**src/rtl/atomrvcore_decode_stage.sv**
```systemverilog
// RV32I/RV32E decode stage: register file with write-back bypass, immediate and
// ALU-op decode, one registered output bundle with load-use bubble and flush.
module atomrvcore_decode_stage #(
    parameter int DATAWIDTH   = 32,
    parameter int REGISTERS   = 32,
    parameter int ALUOP_WIDTH = 6,
    parameter bit BYPASS_EN   = 1
) (
    input  logic                   clk_i,
    input  logic                   rst_ni,
    input  logic                   valid_i,
    output logic                   ready_o,
    input  logic [31:0]            instr_i,
    input  logic [DATAWIDTH-1:0]   pc_i,
    input  logic                   wb_en_i,
    input  logic [4:0]             wb_rd_i,
    input  logic [DATAWIDTH-1:0]   wb_data_i,
    input  logic                   flush_i,
    output logic                   valid_o,
    input  logic                   ready_i,
    output logic [DATAWIDTH-1:0]   pc_o,
    output logic [DATAWIDTH-1:0]   operand_a_o,
    output logic [DATAWIDTH-1:0]   operand_b_o,
    output logic [DATAWIDTH-1:0]   rs2_data_o,
    output logic [DATAWIDTH-1:0]   immed_o,
    output logic [4:0]             rd_o,
    output logic [ALUOP_WIDTH-1:0] alu_op_o,
    output logic [7:0]             ctrl_o,
    output logic                   illegal_o
);
    localparam int RAW = $clog2(REGISTERS);

    localparam logic [6:0] OP_LUI    = 7'b0110111;
    localparam logic [6:0] OP_AUIPC  = 7'b0010111;
    localparam logic [6:0] OP_JAL    = 7'b1101111;
    localparam logic [6:0] OP_JALR   = 7'b1100111;
    localparam logic [6:0] OP_BRANCH = 7'b1100011;
    localparam logic [6:0] OP_LOAD   = 7'b0000011;
    localparam logic [6:0] OP_STORE  = 7'b0100011;
    localparam logic [6:0] OP_IMM    = 7'b0010011;
    localparam logic [6:0] OP_REG    = 7'b0110011;

    typedef enum logic {ST_RUN, ST_BUBBLE} state_t;

    state_t                 r_state, w_state_next;
    logic                   r_valid;
    logic [31:0]            r_instr;
    logic [DATAWIDTH-1:0]   r_pc, r_opa, r_opb, r_rs2d, r_imm;
    logic [4:0]             r_rd;
    logic [ALUOP_WIDTH-1:0] r_alu;
    logic [7:0]             r_ctrl;
    logic                   r_illegal;
    logic [DATAWIDTH-1:0]   r_regs [REGISTERS];

    logic [31:0]          w_instr;
    logic [DATAWIDTH-1:0] w_pc, w_rs1_val, w_rs2_val, w_imm, w_opa, w_opb;
    logic [4:0]           w_rs1, w_rs2, w_rd, w_alu;
    logic [2:0]           w_f3;
    logic [6:0]           w_f7;
    logic [31:0]          w_imm32;
    logic [7:0]           w_ctrl;
    logic                 w_illegal, w_use_rs1, w_use_rs2, w_use_rd;
    logic                 w_sel_a_pc, w_sel_a_zero, w_sel_b_rs2;
    logic                 w_interlock, w_xfer_in, w_hazard;

    function automatic logic in_range(input logic [4:0] idx);
        return (REGISTERS > 16) || !idx[4];
    endfunction

    function automatic logic [4:0] alu_base(input logic [2:0] f3);
        case (f3)
            3'd0:    return 5'd1;
            3'd1:    return 5'd2;
            3'd2:    return 5'd3;
            3'd3:    return 5'd4;
            3'd4:    return 5'd5;
            3'd5:    return 5'd6;
            3'd6:    return 5'd8;
            default: return 5'd9;
        endcase
    endfunction

    // A bubbled instruction is already held in r_instr; during the bubble it is
    // re-decoded so its operands pick up the load result arriving on write-back.
    assign w_instr = (r_state == ST_BUBBLE) ? r_instr : instr_i;
    assign w_pc    = (r_state == ST_BUBBLE) ? r_pc : pc_i;
    assign w_rs1   = w_instr[19:15];
    assign w_rs2   = w_instr[24:20];
    assign w_rd    = w_instr[11:7];
    assign w_f3    = w_instr[14:12];
    assign w_f7    = w_instr[31:25];

    always_comb begin
        w_rs1_val = '0;
        w_rs2_val = '0;
        if (w_rs1 != 5'd0 && in_range(w_rs1)) begin
            if (BYPASS_EN && wb_en_i && wb_rd_i == w_rs1) w_rs1_val = wb_data_i;
            else                                          w_rs1_val = r_regs[w_rs1[RAW-1:0]];
        end
        if (w_rs2 != 5'd0 && in_range(w_rs2)) begin
            if (BYPASS_EN && wb_en_i && wb_rd_i == w_rs2) w_rs2_val = wb_data_i;
            else                                          w_rs2_val = r_regs[w_rs2[RAW-1:0]];
        end
    end

    always_comb begin
        w_ctrl       = '0;
        w_alu        = '0;
        w_illegal    = 1'b0;
        w_imm32      = '0;
        w_use_rs1    = 1'b0;
        w_use_rs2    = 1'b0;
        w_use_rd     = 1'b0;
        w_sel_a_pc   = 1'b0;
        w_sel_a_zero = 1'b0;
        w_sel_b_rs2  = 1'b0;
        case (w_instr[6:0])
            OP_LUI: begin
                w_ctrl = 8'h41; w_imm32 = {w_instr[31:12], 12'b0};
                w_sel_a_zero = 1'b1; w_use_rd = 1'b1;
            end
            OP_AUIPC: begin
                w_ctrl = 8'h81; w_imm32 = {w_instr[31:12], 12'b0};
                w_sel_a_pc = 1'b1; w_use_rd = 1'b1;
            end
            OP_JAL: begin
                w_ctrl = 8'h11; w_alu = 5'd17; w_sel_a_pc = 1'b1; w_use_rd = 1'b1;
                w_imm32 = {{11{w_instr[31]}}, w_instr[31], w_instr[19:12], w_instr[20], w_instr[30:21], 1'b0};
            end
            OP_JALR: begin
                w_ctrl = 8'h21; w_imm32 = {{20{w_instr[31]}}, w_instr[31:20]};
                w_use_rs1 = 1'b1; w_use_rd = 1'b1; w_illegal = (w_f3 != 3'd0);
            end
            OP_BRANCH: begin
                w_ctrl = 8'h08; w_use_rs1 = 1'b1; w_use_rs2 = 1'b1; w_sel_b_rs2 = 1'b1;
                w_imm32 = {{19{w_instr[31]}}, w_instr[31], w_instr[7], w_instr[30:25], w_instr[11:8], 1'b0};
                case (w_f3)
                    3'd0:    w_alu = 5'd11;
                    3'd1:    w_alu = 5'd12;
                    3'd4:    w_alu = 5'd13;
                    3'd5:    w_alu = 5'd14;
                    3'd6:    w_alu = 5'd15;
                    3'd7:    w_alu = 5'd16;
                    default: w_illegal = 1'b1;
                endcase
            end
            OP_LOAD: begin
                w_ctrl = 8'h03; w_imm32 = {{20{w_instr[31]}}, w_instr[31:20]};
                w_use_rs1 = 1'b1; w_use_rd = 1'b1;
                w_illegal = (w_f3 == 3'd3) || (w_f3 == 3'd6) || (w_f3 == 3'd7);
            end
            OP_STORE: begin
                w_ctrl = 8'h04; w_imm32 = {{20{w_instr[31]}}, w_instr[31:25], w_instr[11:7]};
                w_use_rs1 = 1'b1; w_use_rs2 = 1'b1; w_illegal = (w_f3 > 3'd2);
            end
            OP_IMM: begin
                w_ctrl = 8'h01; w_imm32 = {{20{w_instr[31]}}, w_instr[31:20]};
                w_use_rs1 = 1'b1; w_use_rd = 1'b1; w_alu = alu_base(w_f3);
                if (w_f3 == 3'd1)      w_illegal = (w_f7 != 7'h00);
                else if (w_f3 == 3'd5) begin
                    if (w_f7 == 7'h20)      w_alu = 5'd7;
                    else if (w_f7 != 7'h00) w_illegal = 1'b1;
                end
            end
            OP_REG: begin
                w_ctrl = 8'h01; w_use_rs1 = 1'b1; w_use_rs2 = 1'b1; w_use_rd = 1'b1;
                w_sel_b_rs2 = 1'b1;
                if (w_f7 == 7'h00)                       w_alu = alu_base(w_f3);
                else if (w_f7 == 7'h20 && w_f3 == 3'd0) w_alu = 5'd10;
                else if (w_f7 == 7'h20 && w_f3 == 3'd5) w_alu = 5'd7;
                else                                     w_illegal = 1'b1;
            end
            default: w_illegal = 1'b1;
        endcase
        if ((w_use_rs1 && !in_range(w_rs1)) || (w_use_rs2 && !in_range(w_rs2)) ||
            (w_use_rd && !in_range(w_rd)))
            w_illegal = 1'b1;
        if (w_illegal) begin
            w_ctrl = '0;
            w_alu  = '0;
        end
    end

    assign w_imm = DATAWIDTH'($signed(w_imm32));
    assign w_opa = w_sel_a_zero ? '0 : (w_sel_a_pc ? w_pc : w_rs1_val);
    assign w_opb = w_sel_b_rs2 ? w_rs2_val : w_imm;

    assign valid_o   = r_valid && (r_state == ST_RUN);
    assign ready_o   = !w_interlock && (!valid_o || ready_i);
    assign w_xfer_in = valid_i && ready_o;
    assign w_hazard  = (r_state == ST_RUN) && w_xfer_in && valid_o && ready_i &&
                       r_ctrl[1] && (r_rd != 5'd0) &&
                       ((w_rs1 == r_rd) || (w_use_rs2 && w_rs2 == r_rd));

    always_ff @(posedge clk_i) begin
        if (!rst_ni) r_state <= ST_RUN;
        else         r_state <= w_state_next;
    end

    always_comb begin
        w_state_next = r_state;
        w_interlock  = 1'b0;
        case (r_state)
            ST_RUN:    if (w_hazard) w_state_next = ST_BUBBLE;
            ST_BUBBLE: begin
                w_interlock  = 1'b1;
                w_state_next = ST_RUN;
            end
            default:   w_state_next = ST_RUN;
        endcase
        if (flush_i) w_state_next = ST_RUN;
    end

    always_ff @(posedge clk_i) begin
        if (!rst_ni) begin
            r_valid   <= 1'b0;
            r_instr   <= '0;
            r_pc      <= '0;
            r_opa     <= '0;
            r_opb     <= '0;
            r_rs2d    <= '0;
            r_imm     <= '0;
            r_rd      <= '0;
            r_alu     <= '0;
            r_ctrl    <= '0;
            r_illegal <= 1'b0;
            for (int unsigned i = 0; i < REGISTERS; i++) r_regs[i] <= '0;
        end else begin
            if (wb_en_i && wb_rd_i != 5'd0 && in_range(wb_rd_i))
                r_regs[wb_rd_i[RAW-1:0]] <= wb_data_i;
            if (flush_i) begin
                r_valid <= 1'b0;
            end else if (r_state == ST_BUBBLE || w_xfer_in) begin
                r_valid   <= 1'b1;
                r_instr   <= w_instr;
                r_pc      <= w_pc;
                r_opa     <= w_opa;
                r_opb     <= w_opb;
                r_rs2d    <= w_rs2_val;
                r_imm     <= w_imm;
                r_rd      <= w_rd;
                r_alu     <= ALUOP_WIDTH'(w_alu);
                r_ctrl    <= w_ctrl;
                r_illegal <= w_illegal;
            end else if (valid_o && ready_i) begin
                r_valid <= 1'b0;
            end
        end
    end

    assign pc_o        = r_pc;
    assign operand_a_o = r_opa;
    assign operand_b_o = r_opb;
    assign rs2_data_o  = r_rs2d;
    assign immed_o     = r_imm;
    assign rd_o        = r_rd;
    assign alu_op_o    = r_alu;
    assign ctrl_o      = r_ctrl;
    assign illegal_o   = r_illegal;

endmodule

```
**config.mk**
```make
export PLATFORM = sky130hd
export DESIGN_NAME = atomrvcore_decode_stage
export DESIGN_NICKNAME = d
export VERILOG_FILES = /design/src/rtl/atomrvcore_decode_stage.sv
export SDC_FILE = /design/constraint.sdc
export NUM_CORES = 2
export LEC_CHECK = 0
export CORE_UTILIZATION = 31
export DETAILED_ROUTE_END_ITERATION = 12
export PLACE_DENSITY = 0.57
export SLEW_MARGIN = 20
export SYNTH_ARGS = -nofsm -noshare
export SYNTH_HDL_FRONTEND = slang
export SYNTH_SLANG_ARGS = --single-unit
```
**constraint.sdc**
```tcl
create_clock -name clk_i -period 6.3 [get_ports clk_i]
set_input_delay 1.26 -clock clk_i [delete_from_list [all_inputs] [get_ports clk_i]]
set_output_delay 1.26 -clock clk_i [all_outputs]
set_load 0.01 [all_outputs]
```
---- After elaboration in Yosys (flattened, before gate mapping) ----
Memories as Yosys holds them, arrays and structs flattened.
Index checks and enable logic that the tools add are counted.
operators by class
  order comparisons ....................... 1
  equality and inequality tests ........... 21
  multiplexer cells ....................... 47
  bitwise operators ....................... 3
  reduce and logical (&&, ||, !) cells .... 43
operator list
  operator            count
  $mux 32             10
  $pmux 32 s5         1
  $pmux 8 s8          1
  $reduce_or 32->1    1
  $pmux 5 s6          1
  $eq 7x6->1 const B  4
  $pmux 4 s7          1
  $eq 7x7->1 const B  3
  $mux 1              21
  $eq 5x5->1          4
  $pmux 5 s4          1
  $reduce_bool 5->1   4
  $logic_and 1x1->1   16
  $mux 4              4
  $mux 5              3
  $eq 7x5->1 const B  2
  $eq 3x3->1 const B  4
  $reduce_or 2->1     5
  $reduce_or 3->1     3
  $mux 8              1
  $eq 7x2->1 const B  1
  $logic_not 7->1     1
  $pmux 1 s7          1
  $reduce_bool 7->1   1
  other kinds (13)    21
word-level totals
  bits in registers ....................... 213
  memory bits (writable) .................. 1024
  output and inout port bits .............. 182
  word-level logic and storage cells ...... 128
  memories ................................ 1
memory list
  memory  words  bits a word  read ports  clocked after Yosys merged registers in  wr ports  RTL line  text
  r_regs  32     32           2           0                                        32        53        logic [DATAWIDTH-1:0] r_regs [REGISTERS];

---- Logic depth before layout (Yosys ltp) ----
  word-level depth ........................ 14
  mapped depth ............................ 14
  mapped depth without buffers ............ 7

---- Worst setup path after synthesis ----
Ideal clock, no wire load.
  path kind ............................... input -> register
  start ................................... in wb_rd_i[0]
  end ..................................... mem r_regs[28][0] (enable)
  arrival ................................. 4.352 ns
  data required time ...................... 5.834 ns
  setup slack ............................. 1.482 ns
  cell stages on the path ................. 5
  buffers on the path ..................... 3
  path through ............................ clkbuf_1 > or2_2 > clkbuf_1 > clkbuf_1 > o21ai_0
RTL lines
  what                RTL line  text
  start: declaration  16        input logic [4:0] wb_rd_i,
  end: declaration    53

---- Worst setup path in the final report ----
  start ................................... in instr_i[20]
  end ..................................... reg r_opb[18], in the netlist operand_b_o[18]
between the ends
  word-level cells in the longest chain between the ends .. 6
  elaborated cells between the ends (all ways) .. 8
  those cells by class .................... eq/ne: 1; mux: 4; reduce/logical: 2; memory: 1
RTL lines
  what                                                                   RTL line  text
  start: declaration                                                     13        input logic [31:0] instr_i,
  $mux 32 *                                                              85        assign w_instr = (r_state == ST_BUBBLE) ? r_instr : instr_i;
  parallel branches: the longest is 3 deep, another holds $mem_v2 32x32  --
  $mux 32 *                                                              100       if (w_rs2 != 5'd0 && in_range(w_rs2)) begin
  $mux 32 *                                                              186       assign w_opb = w_sel_b_rs2 ? w_rs2_val : w_imm;
  end signal: assignment                                                 238       r_opb <= w_opb;
  end: declaration                                                       48        logic [DATAWIDTH-1:0] r_pc, r_opa, r_opb, r_rs2d, r_imm;
Mark *: on every way between the ends.
A chain may end at the register's enable or synchronous reset.

==> impl_metrics.json <==
{
  "synth_area_um2": 66700,
  "grt_pass1_wl_um": 388000,
  "worstSkewPairLatency_ns": 0.82,
  "whs_ns": 0.452,
  "cp.required_ns": 6.98,
  "rsz0062_at_grt": "false",
  "synth_edf_count": 1024,
  "grt_overflow": 0,
  "die_w_um": 466,
  "start_kind": "input port",
  "dpl.hpwl_um": 176000,
  "cts_root_buf": "clkbuf_16",
  "rows": 169,
  "finalWirelength_um": 278000,
  "startpoint": "instr_i[20]",
  "grt_pass1_vias": 51800,
  "post_drt_wl_per_cell_um": 29.3,
  "hold_viol": 0,
  "ioPinCount": 289,
  "crit_arrival_ns": 5.72,
  "rr_endpoint": "operand_b_o[18]",
  "slew_headroom": 0.0929,
  "cp_max_fo": 37,
  "worstMarginPinSlew_ns": 1.33,
  "dr_total_vias": 54900,
  "rr_startpoint": "r_state",
  "netlist_top_cells_area": "edfxtp_1 46%, and2_1 9.7%, mux2i_1 6.8%, nand2_1 6.8%, dfxtp_1 6.2%",
  "core-area_um2": 213000,
  "synthCells": 6398,
  "synth.top_cell.area_share": 0.461,
  "drv_cap": 0,
  "fin_crit_sh": 0.801,
  "synth_top_area_cell": "edfxtp_1",
  "cts_tree": "yes",
  "initial_core_util": 0.313,
  "skew_ns": 0.0343,
  "period_needed_ns": 5.04,
  "tns_ns": 0,
  "async_flop_share": 0,
  "report.final.slew_viol_count": 0,
  "finalSetupViolCount": 0,
  "grt_max_degree": 119,
  "path_class": "in -> reg",
  "drive_gt1_frac": 0.115,
  "synth_seq_cells": 1232,
  "finalNetCount": 6638,
  "final_cells": 9468,
  "status": "completed",
  "portBuffers": 287,
  "syn2layout_area_growth_pct": 17.1,
  "worstSetupEndpoint": "operand_b_o[18]",
  "critPathCaptureType": "flip-flop",
  "yosysSeqAreaShare": 0.524,
  "clk_pin_slew_ns": 0.06,
  "cts_buffer_depth": 3,
  "p_leak_uw": 0.0281,
  "antenna_found_initial": 14,
  "cts-resized-gates": 0,
  "min_path_type": "reg -> reg",
  "ys.flop_type": "edfxtp_1",
  "hold_buffers": 0,
  "post_cts_buffers": 0,
  "postSynthAreaPerCell_um2": 10.4,
  "power.density_nw_per_um2": 258,
  "r2r_cells": 8,
  "first_pass_iters": 8,
  "cts_buffers": 134,
  "dr.first_iter.drc_count": 7860,
  "grt.total_usage": 0.247,
  "synth_cell_types": 82,
  "fp.dieH_um": 466,
  "drt.antenna.violating_nets": 0,
  "drc": 0,
  "dieArea_um2": 217000,
  "h-tree-depth": 4,
  "vias_per_cell": 5.79,
  "placed_cells": 9216,
  "fmax_ghz": 0.198,
  "peakVddDrop_uv": 207,
  "ys_warn_count": 0,
  "cts_sinks": 1232,
  "r2r_slack_ns": 1.36,
  "routabilityCongestion": 0.923
}
-- power by group --
part	internal, µW	switching [µW]
registers	9260	280
clock network	4410	3440
logic	936	1820
-- metal layers --
layer | track usage | vias up | wire length, µm
li1 | - | 23200 | -
met5 | 0 | - | 46
met3 | 0.0629 | 736 | 32900
met4 | 0.118 | 8 | 14000
met2 | 0.386 | 3879 | 124000
met1 | 0.319 | 27100 | 107000
-- state kept, by name, indices dropped and copies added (netlist names) --
register,cells
r_regs,1024
immed_o,32
operand_a_o,32
operand_b_o,32
pc_o,32
r_instr,32
rs2_data_o,32
ctrl_o,8
alu_op_o,5
illegal_o,1
r_state,1
r_valid,1
-- layout by cell type, fill, tap and decap left out, types with 15 or more instances in the layout --
master           count
a21oi_1            404
nor2_1             129
o2111ai_1           74
o41ai_1             17
mux2_2              47
a22o_1              16
a211oi_1            43
o31ai_1             15
o221ai_1            36
o21ai_1             50
edfxtp_1          1024
clkbuf_1            39
dfxtp_1            207
a2111oi_1           15
clkbuf_16          141
o21ai_4             30
buf_12              43
and2_1            1030
mux2i_1            448
conb_1              33
clkdlybuf4s50_1    285
nand2_1           1197
o22ai_1             21
o22a_1              15
mux4_2             128
nand3_1            405
nor3_1              22
xnor2_1             21
a2111oi_0           78
o21ai_0             99
nor2_2              18
buf_4              242
clkinv_1            24
nor2_4              16
-- through the flow --
stage | total power, µW | utilization | setup slack (ns) | area, µm²
finish | 20200 | 0.367 | 1.26 | 78100
global route | 20600 | 0.367 | 1.30 | 78100
CTS | 20100 | 0.367 | 1.57 | 78100
detailed placement | 12400 | 0.347 | 0.743 | 73800
global placement | 12300 | 0.347 | 0.520 | 73900
floorplan | 11100 | - | 1.48 | 66800
-- cells in the mapped netlist (74+ instances only) --
| master | n |
|---|---|
| dfxtp_1 | 208 |
| buf_2 | 108 |
| o2111ai_1 | 74 |
| o21ai_0 | 129 |
| and2_1 | 1031 |
| nor2_1 | 163 |
| edfxtp_1 | 1024 |
| clkbuf_1 | 417 |
| nand2_1 | 1200 |
| mux2i_1 | 452 |
| mux4_2 | 128 |
| a2111oi_0 | 93 |
| nand3_1 | 407 |
| a21oi_1 | 407 |
-- worst min-delay path by stage --
stage | start | to | slack [ns] | cells past startpoint
after floorplan | r_instr[25] | r_instr[25] | 0.43 | 2
after global placement | r_instr[26] | r_instr[26] | 0.44 | 2
after detailed placement | immed_o[5] | immed_o[5] | 0.45 | 2
after CTS | immed_o[5] | immed_o[5] | 0.45 | 2
after global routing | immed_o[5] | immed_o[5] | 0.47 | 2
final | immed_o[5] | immed_o[5] | 0.45 | 2
-- critical path, stage by stage --
cell	delay, ns
clkdlybuf4s50_1	0.52
mux2i_4	0.92
buf_12	0.30
buf_12	0.29
mux4_2	0.53
a2111oi_1	1.07
o22a_1	0.47
a2bb2oi_1	0.24
o2bb2ai_1	0.09
-- cell type report --
class                           count  area, µm²
Clock inverter                     56        474
Inverter                            1       8.76
Clock buffer                      186       3750
Sequential cell                  1232      34900
Antenna cell                       10       25.0
Tap cell                         2821       3530
Multi-Input combinational cell   4590      29800
Timing Repair Buffer              572       5550
Fill cell                       20600     135000
-- cell families (layout without fill, tap and decap cells) --
logic type | after synthesis | in the layout | share of synthesized area
AO/OA/AOI/OAI | 999 | 999 | 0.0965
XOR/XNOR | 22 | 22 | 0.00289
buffers and inverters | 608 | 815 | 0.0418
flip-flops | 1232 | 1232 | 0.524
multiplexers | 639 | 639 | 0.122
other | 1 | 43 | 0.0000562
AND/OR/NAND/NOR | 2897 | 2897 | 0.213
No activity file was read; power rests on OpenSTA's default activity.
